`config.mk`:
```
export PLATFORM = sky130hd
export DESIGN_NAME = rd_stream_ctrl
export DESIGN_NICKNAME = d
export VERILOG_FILES = /design/src/rtl/fifo_pkg.sv /design/src/rtl/sync_2ff.sv /design/src/rtl/rd_stream_ctrl.sv
export SDC_FILE = /design/constraint.sdc
export NUM_CORES = 1
export LEC_CHECK = 0
export ABC_AREA = 1
export CAP_MARGIN = 0
export CORE_MARGIN = 10
export CORE_UTILIZATION = 35
export DETAILED_ROUTE_END_ITERATION = 16
export GPL_TIMING_DRIVEN = 1
export PLACE_DENSITY = 0.71
export SLEW_MARGIN = 10
export SYNTH_ARGS = -nofsm -noshare
export SYNTH_HDL_FRONTEND = slang
export SYNTH_SLANG_ARGS = --single-unit
```
`constraint.sdc`:
```
create_clock -name rclk -period 2.05 [get_ports rclk]
set_input_delay 0.41 -clock rclk [delete_from_list [all_inputs] [get_ports rclk]]
set_output_delay 0.41 -clock rclk [all_outputs]
set_load 0.005 [all_outputs]
```
`src/rtl/fifo_pkg.sv`:
```
// -----------------------------------------------------------------------------
// fifo_pkg
// Shared definitions for both halves of the asynchronous FIFO.
//   DEFAULT_PTR_WIDTH  : default memory address width (depth = 2**width)
//   DEFAULT_DATA_WIDTH : default word width
//   bin2gray / gray2bin: pointer code conversions, operating on a 32-bit
//                        container. Callers zero-extend narrower pointers in
//                        and truncate the result back to their own width.
// -----------------------------------------------------------------------------
package fifo_pkg;

    localparam int DEFAULT_PTR_WIDTH  = 3;
    localparam int DEFAULT_DATA_WIDTH = 8;

    function automatic logic [31:0] bin2gray(input logic [31:0] b);
        return b ^ (b >> 1);
    endfunction

    // Leading zeros in the container stay zero, so the conversion is correct
    // for any zero-extended pointer that fits in 32 bits.
    function automatic logic [31:0] gray2bin(input logic [31:0] g);
        logic [31:0] b;
        b[31] = g[31];
        for (int i = 30; i >= 0; i--) begin
            b[i] = b[i+1] ^ g[i];
        end
        return b;
    endfunction

endpackage

```
`src/rtl/sync_2ff.sv`:
```
// -----------------------------------------------------------------------------
// sync_2ff
// Two-flop synchronizer for a multi-bit Gray-coded pointer. Shared by the read
// and write sides of the FIFO.
// Parameters:
//   WIDTH : number of bits carried across the clock boundary
// Ports:
//   clk   : destination-domain clock, rising edge
//   rst_n : asynchronous active-low reset, clears both stages
//   d     : value from the foreign clock domain
//   q     : value after the second stage. Only this output may be used.
// -----------------------------------------------------------------------------
module sync_2ff #(
    parameter int WIDTH = 4
) (
    input  logic             clk,
    input  logic             rst_n,
    input  logic [WIDTH-1:0] d,
    output logic [WIDTH-1:0] q
);

    logic [WIDTH-1:0] sync1;

    // The first stage may go metastable. The second stage gives it a full
    // cycle to resolve before anything downstream sees the value.
    always_ff @(posedge clk or negedge rst_n) begin
        if (!rst_n) begin
            sync1 <= '0;
            q     <= '0;
        end else begin
            sync1 <= d;
            q     <= sync1;
        end
    end

endmodule

```
`src/rtl/rd_stream_ctrl.sv`:
```
// -----------------------------------------------------------------------------
// rd_stream_ctrl
// Read side of an asynchronous FIFO. It synchronizes the write pointer, tracks
// occupancy, and streams the memory out through a one-word registered
// valid/ready output stage.
//
// Configuration macro: RD_LEVEL_EN
//   defined   -> rlevel reports the unread word count. almost_empty asserts
//                when rlevel <= AEMPTY_THRESH.
//   undefined -> rlevel is tied to 0 and almost_empty follows empty. empty
//                comes from a direct pointer comparison.
//
// Parameters:
//   PTR_WIDTH     : memory address width, depth = 2**PTR_WIDTH
//   DATA_WIDTH    : word width
//   AEMPTY_THRESH : almost_empty threshold (RD_LEVEL_EN builds only)
// Ports:
//   rclk, rrst_n  : read clock, asynchronous active-low reset
//   g_wptr        : Gray write pointer, asynchronous to rclk
//   mem_rdata     : combinational memory read data at mem_raddr
//   mem_raddr     : memory read address
//   g_rptr        : registered Gray read pointer toward the write side
//   m_valid/m_ready/m_data : output stream handshake
//   empty         : no unread word in memory (output register excluded)
//   almost_empty  : low-occupancy flag
//   rlevel        : words in memory not yet popped
// -----------------------------------------------------------------------------
module rd_stream_ctrl
    import fifo_pkg::*;
#(
    parameter int PTR_WIDTH     = DEFAULT_PTR_WIDTH,
    parameter int DATA_WIDTH    = DEFAULT_DATA_WIDTH,
    parameter int AEMPTY_THRESH = 1
) (
    input  logic                  rclk,
    input  logic                  rrst_n,
    input  logic [PTR_WIDTH:0]    g_wptr,
    input  logic [DATA_WIDTH-1:0] mem_rdata,
    output logic [PTR_WIDTH-1:0]  mem_raddr,
    output logic [PTR_WIDTH:0]    g_rptr,
    output logic                  m_valid,
    input  logic                  m_ready,
    output logic [DATA_WIDTH-1:0] m_data,
    output logic                  empty,
    output logic                  almost_empty,
    output logic [PTR_WIDTH:0]    rlevel
);

    localparam int PW1 = PTR_WIDTH + 1;

    logic [PTR_WIDTH:0] sync2;
    logic [PTR_WIDTH:0] wbin;
    logic [PTR_WIDTH:0] b_rptr;
    logic [PTR_WIDTH:0] b_rptr_next;
    logic               pop;

    sync_2ff #(
        .WIDTH (PW1)
    ) u_wptr_sync (
        .clk   (rclk),
        .rst_n (rrst_n),
        .d     (g_wptr),
        .q     (sync2)
    );

    assign wbin = PW1'(gray2bin(32'(sync2)));

`ifdef RD_LEVEL_EN
    localparam logic [PTR_WIDTH:0] AE_THRESH = PW1'(AEMPTY_THRESH);

    // The extra pointer MSB makes the modular difference range 0..depth
    // without ambiguity, so a full memory never aliases to empty.
    always_comb begin
        rlevel       = wbin - b_rptr;
        empty        = (rlevel == '0);
        almost_empty = (rlevel <= AE_THRESH);
    end
`else
    always_comb begin
        rlevel       = '0;
        empty        = (wbin == b_rptr);
        almost_empty = empty;
    end
`endif

    // Refill the output register when it is free or is being drained this cycle.
    // A refill can then happen on the same edge as an accept, which sustains one
    // word per cycle.
    assign pop         = !empty && (!m_valid || m_ready);
    assign b_rptr_next = b_rptr + {{PTR_WIDTH{1'b0}}, pop};
    assign mem_raddr   = b_rptr[PTR_WIDTH-1:0];

    // g_rptr is registered from the next binary value. The write side therefore
    // sees a clean single-bit Gray step on the same edge that b_rptr advances.
    always_ff @(posedge rclk or negedge rrst_n) begin
        if (!rrst_n) begin
            b_rptr  <= '0;
            g_rptr  <= '0;
            m_data  <= '0;
            m_valid <= 1'b0;
        end else begin
            b_rptr <= b_rptr_next;
            g_rptr <= PW1'(bin2gray(32'(b_rptr_next)));
            if (pop) begin
                m_data  <= mem_rdata;
                m_valid <= 1'b1;
            end else if (m_ready) begin
                m_valid <= 1'b0;
            end
        end
    end

endmodule
```
==> results.cfg <==
[outcome]
outcome = completed

[timing]
rsz0062_at_grt = false
skew_ns = 0.00213
hold_violations = 0
slew_violations = 0
setup_slack_ns = 0.160
finalCritPeriodShare_pct = 92.2
finalSetupViolCount = 0
finalSetupTns_ns = 0
fmax_mhz = 529
min_period_ns = 1.89

[power_and_ir_drop]
switching_share_pct = 34.9
clkPwrFrac_pct = 11.3
p_sw_mw = 0.615
total_power_mw = 1.76
powerDensity_mw_per_mm2 = 1220
p_leak_nw = 0.717
pwr-share-seq_pct = 40.9
ir_worst_vdd_mv = 0.622
intPower_mw = 1.15
combPwrFrac_pct = 47.8

[cts]
cts_sinks = 24
clock_path_buffers = 2
clockRootBuffer = clkbuf_4
postCtsSetupBuffers = 0
postCtsHoldBufs = 0
cts.clk_slew.worst_paths_ns = 0.12
htree_levels = 1
clk-insertion-delay-late_ns = 0.30
cts_tree = yes
numCtsBuffers = 3

[global_routing]
grt_pass1_wl_um = 4060
grt_pass1_vias = 925
grt_use_total_pct = 9.48
antenna_found_initial = 0
grt_overflow_total = 0
grt_max_degree = 25

[worst_setup_path]
worst_path_max_delay_cell = dfrtp_1
worstPathRequired_ns = 1.64
startpoint_type = register
cp_cell_sequence = inv_2 -> nand2_1 -> nand3_1 -> nand2_2 -> nor2_4 -> nand3_4 -> inv_1 -> clkbuf_2
slowest_delay_ns = 0.45
crit_fanout = 4
worstSetupPathType = reg2out
endpoint_kind = primary output
critPathTopFamily = flip-flops
reg2reg_from = u_wptr_sync.q[3]
worstSetupStartpoint = u_wptr_sync.q[3]
arrival_ns = 1.48
cp_num_buf_inv = 3

[logic_synthesis]
mappedNetlistArea_mm2 = 0.00104
ys_types = 15
yosysSeqAreaShare_pct = 57.9
ys_seq_elements = 24
synth_cells = 102
synth_warnings = 0
syn_avg_cell_area_um2 = 10.2

[placed_design]
dp_hpwl_um = 1930
gp_congestion = 0.707
io_buffers = 32
place_ws_ns = 0.108
place_inst = 168

[floorplan]
row_count = 19
initial_core_util_pct = 37.0
fp.dieArea_mm2 = 0.00554
die_x_um = 74.4
core_region_area_mm2 = 0.00281
dieHeight_um = 74.4
ios = 37

[final_layout]
antenna_cells = 0
instances_no_fill = 171
fillCellCount = 265
layout.nets = 159
final_layout_size_suffix_gt1_share_pct = 20.7
final_util_pct = 51.7
area_growth_pct = 39.7

[drt]
drt-wirelength-per-cell_um = 13.8
dr.pass1.iters = 2
vias_per_cell = 4.56
routed_wl_um = 2360
route.detailed.drc = 0
dr.first_iter.drc_count = 19
vias = 779
ant_nets = 0

[flow_run]
maxCapViolations = 0

[min_path]
hp-class = reg2reg
hold_start = u_wptr_sync.sync1[2]
==> layout by cell type (no fill, tap or decap), drive strengths merged <==
cell	count
conb	4
xnor2	1
clkbuf	5
dfrtp	24
inv	11
clkdlybuf4s50	30
nand2	36
nor2	3
xor2	5
ha	2
buf	5
nand3	14
==> cell type report <==
type | count | area, um2 | area share (%)
clock buffers | 3 | 22.5 | 1.55
inverters | 11 | 41.3 | 2.85
multi-input cells | 65 | 394 | 27.2
flip-flops and latches | 24 | 601 | 41.5
well taps | 31 | 38.8 | 2.68
repair buffers | 37 | 352 | 24.3
==> registers in the layout (all words and copies together), names as in the netlist <==
register,flops
m_data,8
b_rptr,4
u_wptr_sync.q,4
u_wptr_sync.sync1,4
g_rptr,3
m_valid,1
==> final timing paths <==
kind                                    end  slack [ns]  cells past startpoint
setup / recovery                      empty        0.16                      8
hold / removal             u_wptr_sync.q[2]        0.36                      0
setup reg to reg                  g_rptr[1]        0.17                     15
hold reg to reg            u_wptr_sync.q[2]        0.36                      0
max in group asynchronous  u_wptr_sync.q[1]        1.37                      2
min in group asynchronous         m_data[0]        0.44                      2
==> repair_timing <==
| action | in CTS | in global routing |
|---|---|---|
| endpoints found under the hold margin | 0 | 0 |
| endpoints found under the setup margin | 2 | 4 |
| resized for setup | 2 | 14 |
==> metrics by stage <==
stage	hold slack, ns	cell area, um2
2_1_floorplan	0.114	1050
3_3_place_gp	0.333	1410
3_5_place_dp	0.336	1410
4_1_cts	0.366	1430
5_1_grt	0.364	1450
6_report	0.363	1450
==> metal layers <==
layer  vias to the layer above  GRT usage, %  wire length (um)
met5                         -             0                 0
met4                         0          3.78                14
met3                         2          5.19               307
met2                        27          17.0              1190
met1                       370          8.79               841
li1                        380             -                 -
==> kinds of logic after synthesis <==
| group | after synthesis | share of synthesized area, % |
|---|---|---|
| other cells | 1 | 0.362 |
| simple gates | 53 | 26.7 |
| fa+ha+maj | 2 | 2.41 |
| xor+xnor | 6 | 5.07 |
| flops | 24 | 57.9 |
| buf+inv | 16 | 7.60 |
==> power groups by stage <==
stage / sequential, mW / clock, mW / combinational [mW]
2_1_floorplan: 0.733 / 0 / 0.374
3_3_place_gp: 0.720 / 0 / 0.816
3_5_place_dp: 0.729 / 0 / 0.836
4_1_cts: 0.720 / 0.212 / 0.832
5_1_grt: 0.743 / 0.225 / 0.951
6_report: 0.721 / 0.199 / 0.843
==> synthesized netlist by cell type, drive strengths merged <==
cell type | count | area [um2]
buf | 5 | 37.5
conb | 1 | 3.75
dfrtp | 24 | 601
ha | 2 | 25.0
inv | 11 | 41.3
xnor2 | 1 | 8.76
nand3 | 14 | 105
nor2 | 3 | 18.8
nand2 | 36 | 153
xor2 | 5 | 43.8
No activity file was read; power rests on OpenSTA's default activity.
